--- src/rtl/avr_fetch_if.sv ---
// Fetch-unit bus: FLASH read port, core redirect and the instruction valid/ready handshake.
// master = fetch unit side, slave = core/FLASH side.
interface avr_fetch_if #(
  parameter int unsigned ADDR_W = 14
);
  logic [ADDR_W-1:0] flash_addr;
  logic              flash_rd_en;
  logic [15:0]       flash_data;
  logic              redirect;
  logic [ADDR_W-1:0] redirect_pc;
  logic              instr_valid;
  logic              instr_ready;
  logic [15:0]       instr_word1;
  logic [15:0]       instr_word2;
  logic              instr_is32;
  logic [ADDR_W-1:0] instr_pc;

  modport master (
    output flash_addr, flash_rd_en,
    input  flash_data,
    input  redirect, redirect_pc,
    output instr_valid,
    input  instr_ready,
    output instr_word1, instr_word2, instr_is32, instr_pc
  );

  modport slave (
    input  flash_addr, flash_rd_en,
    output flash_data,
    output redirect, redirect_pc,
    input  instr_valid,
    output instr_ready,
    input  instr_word1, instr_word2, instr_is32, instr_pc
  );
endinterface

--- src/rtl/avr_fetch_unit.sv ---
// AVR instruction fetch: FLASH prefetch queue, byte swap, 32-bit opcode pairing, redirect.
// Optional macro FETCH_BYPASS_EN presents a single-word response directly when the queue is empty.
module avr_fetch_unit #(
  parameter int unsigned ADDR_W = 14,
  parameter int unsigned DEPTH  = 4
) (
  input logic         clk,
  input logic         rst,
  avr_fetch_if.master bus
);
  localparam int unsigned PtrW = $clog2(DEPTH);
  localparam int unsigned CntW = PtrW + 1;

  typedef logic [PtrW-1:0] ptr_t;
  typedef logic [CntW-1:0] cnt_t;

  // jmp/call and lds/sts carry a second opcode word
  function automatic logic is_long(input logic [15:0] w);
    return ((w & 16'hFE0C) == 16'h940C) || ((w & 16'hFC0F) == 16'h9000);
  endfunction

  logic [15:0]       q_word [DEPTH];
  logic [ADDR_W-1:0] q_pc   [DEPTH];

  ptr_t              rd_ptr_q, wr_ptr_q;
  cnt_t              count_q;
  logic [ADDR_W-1:0] fetch_pc_q;
  logic              inflight_q;
  logic [ADDR_W-1:0] inflight_pc_q;

  logic [15:0] resp_word;
  logic [15:0] head_word, tail_word;
  logic        head_long;
  logic        issue;
  logic        bypass;
  logic        fire;
  logic        push;
  logic [1:0]  pop_n;

  assign resp_word = {bus.flash_data[7:0], bus.flash_data[15:8]};
  assign head_word = q_word[rd_ptr_q];
  assign tail_word = q_word[rd_ptr_q + ptr_t'(1)];
  assign head_long = is_long(head_word);

  assign issue = !rst && !bus.redirect && ((32'(count_q) + 32'(inflight_q)) < DEPTH);
  assign bus.flash_rd_en = issue;
  assign bus.flash_addr  = fetch_pc_q;

`ifdef FETCH_BYPASS_EN
  assign bypass = (count_q == '0) && inflight_q && !is_long(resp_word);
`else
  assign bypass = 1'b0;
`endif

  always_comb begin
    bus.instr_valid = 1'b0;
    bus.instr_word1 = 16'h0000;
    bus.instr_word2 = 16'h0000;
    bus.instr_is32  = 1'b0;
    bus.instr_pc    = '0;
    if (!rst) begin
      if (bypass) begin
        bus.instr_valid = 1'b1;
        bus.instr_word1 = resp_word;
        bus.instr_pc    = inflight_pc_q;
      end else if (count_q != '0) begin
        bus.instr_word1 = head_word;
        bus.instr_pc    = q_pc[rd_ptr_q];
        bus.instr_is32  = head_long;
        // a long opcode waits until its second word has landed
        bus.instr_valid = !head_long || (count_q >= cnt_t'(2));
        if (head_long && (count_q >= cnt_t'(2))) begin
          bus.instr_word2 = tail_word;
        end
      end
    end
  end

  always_comb begin
    fire  = bus.instr_valid && bus.instr_ready && !bus.redirect && !rst;
    pop_n = 2'd0;
    if (fire && !bypass) begin
      pop_n = head_long ? 2'd2 : 2'd1;
    end
    push = inflight_q && !(bypass && fire);
  end

  always_ff @(posedge clk) begin
    if (rst) begin
      rd_ptr_q      <= '0;
      wr_ptr_q      <= '0;
      count_q       <= '0;
      fetch_pc_q    <= '0;
      inflight_q    <= 1'b0;
      inflight_pc_q <= '0;
    end else if (bus.redirect) begin
      // flush; clearing inflight_q discards the response arriving next cycle
      rd_ptr_q   <= '0;
      wr_ptr_q   <= '0;
      count_q    <= '0;
      fetch_pc_q <= bus.redirect_pc;
      inflight_q <= 1'b0;
    end else begin
      if (push) begin
        wr_ptr_q <= wr_ptr_q + ptr_t'(1);
      end
      rd_ptr_q   <= rd_ptr_q + ptr_t'(pop_n);
      count_q    <= count_q + cnt_t'(push) - cnt_t'(pop_n);
      inflight_q <= issue;
      if (issue) begin
        inflight_pc_q <= fetch_pc_q;
        fetch_pc_q    <= fetch_pc_q + 1'b1;
      end
    end
  end

  always_ff @(posedge clk) begin
    if (!rst && !bus.redirect && push) begin
      q_word[wr_ptr_q] <= resp_word;
      q_pc[wr_ptr_q]   <= inflight_pc_q;
    end
  end

endmodule

--- src/flat_wrapper.sv ---
// flat-port wrapper written by rule: the top's interface ports become plain ports
module avr_fetch_unit_flat 
#(
  parameter int unsigned ADDR_W = 14,
  parameter int unsigned DEPTH  = 4
)
  (clk, rst, bus_flash_addr, bus_flash_rd_en, bus_flash_data, bus_redirect, bus_redirect_pc, bus_instr_valid, bus_instr_ready, bus_instr_word1, bus_instr_word2, bus_instr_is32, bus_instr_pc);
  avr_fetch_if #(.ADDR_W(ADDR_W)) bus_i ();
  input logic clk;
  input logic rst;
  output wire logic [$bits(bus_i.flash_addr)-1:0] bus_flash_addr;
  output wire logic [$bits(bus_i.flash_rd_en)-1:0] bus_flash_rd_en;
  input wire logic [$bits(bus_i.flash_data)-1:0] bus_flash_data;
  input wire logic [$bits(bus_i.redirect)-1:0] bus_redirect;
  input wire logic [$bits(bus_i.redirect_pc)-1:0] bus_redirect_pc;
  output wire logic [$bits(bus_i.instr_valid)-1:0] bus_instr_valid;
  input wire logic [$bits(bus_i.instr_ready)-1:0] bus_instr_ready;
  output wire logic [$bits(bus_i.instr_word1)-1:0] bus_instr_word1;
  output wire logic [$bits(bus_i.instr_word2)-1:0] bus_instr_word2;
  output wire logic [$bits(bus_i.instr_is32)-1:0] bus_instr_is32;
  output wire logic [$bits(bus_i.instr_pc)-1:0] bus_instr_pc;
  assign bus_flash_addr = bus_i.flash_addr;
  assign bus_flash_rd_en = bus_i.flash_rd_en;
  assign bus_i.flash_data = bus_flash_data;
  assign bus_i.redirect = bus_redirect;
  assign bus_i.redirect_pc = bus_redirect_pc;
  assign bus_instr_valid = bus_i.instr_valid;
  assign bus_i.instr_ready = bus_instr_ready;
  assign bus_instr_word1 = bus_i.instr_word1;
  assign bus_instr_word2 = bus_i.instr_word2;
  assign bus_instr_is32 = bus_i.instr_is32;
  assign bus_instr_pc = bus_i.instr_pc;
  avr_fetch_unit #(.ADDR_W(ADDR_W), .DEPTH(DEPTH)) u_core (.clk(clk), .rst(rst), .bus(bus_i));
endmodule
--- config.mk ---
export PLATFORM = sky130hd
export DESIGN_NAME = avr_fetch_unit_flat
export DESIGN_NICKNAME = d
export VERILOG_FILES = /design/src/rtl/avr_fetch_if.sv /design/src/rtl/avr_fetch_unit.sv /design/src/flat_wrapper.sv
export SDC_FILE = /design/constraint.sdc
export NUM_CORES = 1
export LEC_CHECK = 0
export CAP_MARGIN = 20
export CORE_MARGIN = 1.5
export CORE_UTILIZATION = 45
export DETAILED_ROUTE_END_ITERATION = 8
export GPL_ROUTABILITY_DRIVEN = 0
export PLACE_DENSITY_LB_ADDON = 0.12
export SLEW_MARGIN = 15
export SYNTH_ARGS = -nofsm -noshare
export SYNTH_HDL_FRONTEND = slang
export SYNTH_SLANG_ARGS = --single-unit
--- constraint.sdc ---
create_clock -name clk -period 3.2 [get_ports clk]
set_input_delay 0.48 -clock clk [delete_from_list [all_inputs] [get_ports clk]]
set_output_delay 0.48 -clock clk [all_outputs]
set_load 0.1 [all_outputs]
==> impl_results.md <==
- Static leakage: 3.344 nW
- Time the worst path needs with I/O delays and setup: 3390 ps
- Mean area per synthesized cell: 15.15 sq um
- Initial antenna violation count: 0
- Type of the tightest min-delay check: reg -> reg
- Post-route clock period utilization: 1.059
- Clock latency of the later-clocked register in the worst-skew pair: 410 ps
- Global-route wire length before repair: 22290 um
- Overall overflow remaining after global route: 0
- Maximum number of pins on one net before global-route repair: 34
- Quantity of hold-fixing buffers added after cts: 0
- Worst-path cell chain: buf_6, mux4_2, or4_4, o21ai_4, and2_4, nand3b_4, buf_8, nor2b_4, buf_12
- Min-Delay Startpoint: u_core.inflight_pc_q[10]
- CTS Root Buffer Type: sky130_fd_sc_hd__clkbuf_16
- Number of iterations in the first detailed-routing pass: 6
- Number of filler instances in the final layout: 1118
- Cell type with the largest total area after synthesis: sky130_fd_sc_hd__edfxtp_1
- # DRC: 0
- Setup slack on the worst flop-to-flop path: -110 ps
- Synth Register Bits: 156
- Setup slack of the critical path after layout: -189.8 ps
- Post-synthesis cell area: 6910 sq um
- Max capacitance violation total: 0
- Arrival time worst endpoint: 2910 ps
- RSZ-0062 raised after global routing: true
- Combinational share of power: 0.074
- Total of warnings raised by yosys: 0
- Core area: 15090 sq um
- Largest cells by area after synthesis: sky130_fd_sc_hd__edfxtp_1 52%, sky130_fd_sc_hd__mux4_2 13%, sky130_fd_sc_hd__dfxtp_1 10%
- Worst stage delay on the critical path: 500 ps
- Overall track demand over capacity in global routing: 0.1830
- Synthesis-to-layout area growth: 36.54%
- Seq pwr share: 0.496
- Failing checks: negative setup slack
- Buffer depth of the longest clock path: 2
- Initial core utilization: 0.4580
- Data required time at the worst endpoint: 2720 ps
- DP Wirelength: 9390 um
- Count of endpoints failing setup in the final report: 19
- Std cell rows: 45
- Setup Total Neg Slack: -2999 ps
- Count of flip-flops with a built-in enable after synthesis: 120
- Internal power consumption: 3.474 mW
- Vert. Die Dim: 126.9 um
- Number of hold violations in the final report: 0
- Total via count in the routed design: 4319
- Fraction of final layout cells sized beyond drive strength 1: 0.3667
- Post-synth top area share: 0.5215
- Proportion of synthesized flip-flops having asynchronous set or reset: 0
- Logic depth of the worst register-to-register path: 15
- Number of max-slew violations in the final report: 0
- Power density cells: 475.0 nW/um^2
- Most frequent standard cell in the layout excluding fill and tap cells: sky130_fd_sc_hd__edfxtp_1
- Number of inserted diodes: 0
- Final #Nets: 618
- Worst rel slew slack: 0.3073
- Synth Instances: 456
- Post-CTS clock slew at the launch and capture registers of the worst setup and hold paths: 60 ps
- Clock H-tree levels: 4
- Clk network pwr share: 0.430
- Syn nets: 498
- Net switching power figure: 1.008 mW
- Critical path capture point type: primary output
- Quantity of I/O buffers inserted on ports: 96
- Clock tree skew after final layout: 8.960 ps
- Number of placed instances with taps included: 737
- WL final: 14220 um
- Number of global-route vias before repair: 4287
- Setup Crit Path Kind: reg -> out
- Die ar.: 16110 sq um
- Top flip-flop cell by instance count after synthesis: sky130_fd_sc_hd__edfxtp_1
- Hold path endpoint: u_core.inflight_pc_q[10]
- Maximum vdd ir drop: 357.7 uV
- Number of violations reported at the end of detailed-routing iteration 0: 259
- Peak clock frequency supported by timing: 295.0 MHz
- CTS tree: built
- Worst Tran Pin Value: 1036 ps
- Proportion of synthesized chip area in sequential cells: 0.6257
- FF-to-FF End: u_core.count_q[2]
- Run status: finished, violations left
- Number of distinct library cell variants in the gate-level netlist after synthesis: 47
- Number of nets with antenna violations after routing: 0
- Sw Share: 0.2250
- Die X-Extent: 126.9 um
- Crit start category: flip-flop
- Via-per-instance ratio: 5.559
- Hold Crit Depth: 2
- Total clock sinks: 156
- Largest fanout on the critical path: 8
- Worst Setup Slack post-DPL: -59.72 ps
- Max stage delay cell, worst path: sky130_fd_sc_hd__mux4_2
- Cts bufs inserted: 17
- Non-filler cells, final: 777
- Commonest non-fill, non-tap cells in the layout: 120 x sky130_fd_sc_hd__edfxtp_1, 50 x sky130_fd_sc_hd__buf_12, 42 x sky130_fd_sc_hd__mux4_2
- Count of boundary I/O pins: 97
- Final routed wire length divided by cell count: 18.30 um
- Worst r2r src: u_core.rd_ptr_q[0]
[metrics by stage]
stage / hold WS (ps) / utilization / cell area (sq um) / power, mW
finish: 501.6 / 0.6253 / 9435 / 4.482
global route: 528.5 / 0.6253 / 9435 / 4.624
CTS: 501.5 / 0.6205 / 9363 / 4.515
detailed placement: 492.6 / 0.5749 / 8675 / 2.591
global placement: 472.7 / 0.5749 / 8675 / 2.586
floorplan: 460.0 / - / 6952 / 2.463
[critical path: cells and delay by family, from the launching register on]
family | cells | cell delay, ps
and+or+nand+nor | 4 | 950
muxes | 1 | 500
buffers and inverters | 3 | 490
DFF | 1 | 390
AOI/OAI and AO/OA | 1 | 160
[layout make-up]
cell class / instances / area, sq um / share of cell area
Timing Repair Buffer: 128 / 1703 / 0.1805
Sequential cell: 156 / 4329 / 0.4588
Inverter: 6 / 22.52 / 0.002387
Clock inverter: 9 / 71.32 / 0.007559
Multi-Input combinational cell: 267 / 2554 / 0.2707
Tap cell: 188 / 235.2 / 0.02493
Clock buffer: 23 / 520.5 / 0.05517
[synthesized netlist by cell type (all sizes together) (3+ instances only)]
library cell and count:
and3 4, dfxtp 36, o21ai 14, a21oi 25, a222oi 3, nor2 28
a31oi 3, nand2 41, and2b 5, or2 3, nor3 7, mux4 46
nor2b 42, edfxtp 120, a221oi 4, and2 5, clkbuf 16, nand3 6
buf 11, inv 6, xnor2 3, ha 7
[state kept, by name, indices dropped and copies added, names as in the netlist]
register,flops
u_core.q_word,64
u_core.q_pc,56
u_core.bus.flash_addr,14
u_core.inflight_pc_q,14
u_core.count_q,3
u_core.rd_ptr_q,2
u_core.wr_ptr_q,2
u_core.inflight_q,1
[metal layers]
metal | part of all wire | global-route usage | vias to the layer above | wire (um)
met5 | 0 | 0 | - | 0
met1 | 0.41 | 0.2229 | 2176 | 5895
met4 | 0.011 | 0.04880 | 0 | 161
li1 | - | - | 1992 | -
met2 | 0.53 | 0.3229 | 140 | 7505
met3 | 0.046 | 0.04935 | 11 | 653
[how the worst max path moves through the flow]
stage,from,end,slack (ps),depth (start not counted)
finish,u_core.rd_ptr_q[0],bus_instr_word2[14],-190,9
global route,u_core.rd_ptr_q[0],bus_instr_word2[14],-300,9
CTS,u_core.rd_ptr_q[0],bus_instr_word2[14],-250,9
detailed placement,u_core.rd_ptr_q[0],u_core.count_q[2],-60,12
global placement,u_core.rd_ptr_q[0],u_core.count_q[2],40,12
floorplan,u_core.rd_ptr_q[0],bus_instr_word2[4],-70,7
[power groups by stage]
| stage | sequential (mW) | clock (mW) | combinational [mW] |
|---|---|---|---|
| final | 2.22 | 1.93 | 0.330 |
| after global routing | 2.23 | 2.05 | 0.347 |
| after CTS | 2.22 | 1.96 | 0.328 |
| after detailed placement | 2.27 | 0 | 0.324 |
| after global placement | 2.27 | 0 | 0.320 |
| after floorplan | 2.34 | 0 | 0.128 |
[what timing repair did]
item                                    CTS  global route
setup buffers                             7             2
pin swaps                                 5             9
gates resized for setup                  16            13
endpoints found under the setup margin   19            20
[cell families (layout without fill, tap and decap cells)]
logic type,after synthesis,count (layout),share of synthesized area
DFF,156,156,0.6257
and+or+nand+nor,152,152,0.1266
AOI/OAI and AO/OA,55,55,0.04816
muxes,48,48,0.1561
buffers and inverters,33,166,0.02281
adders and majority gates,8,8,0.01557
xor gates and xnor gates,4,4,0.005071
Note: power is estimated with default switching activity, not from simulation.
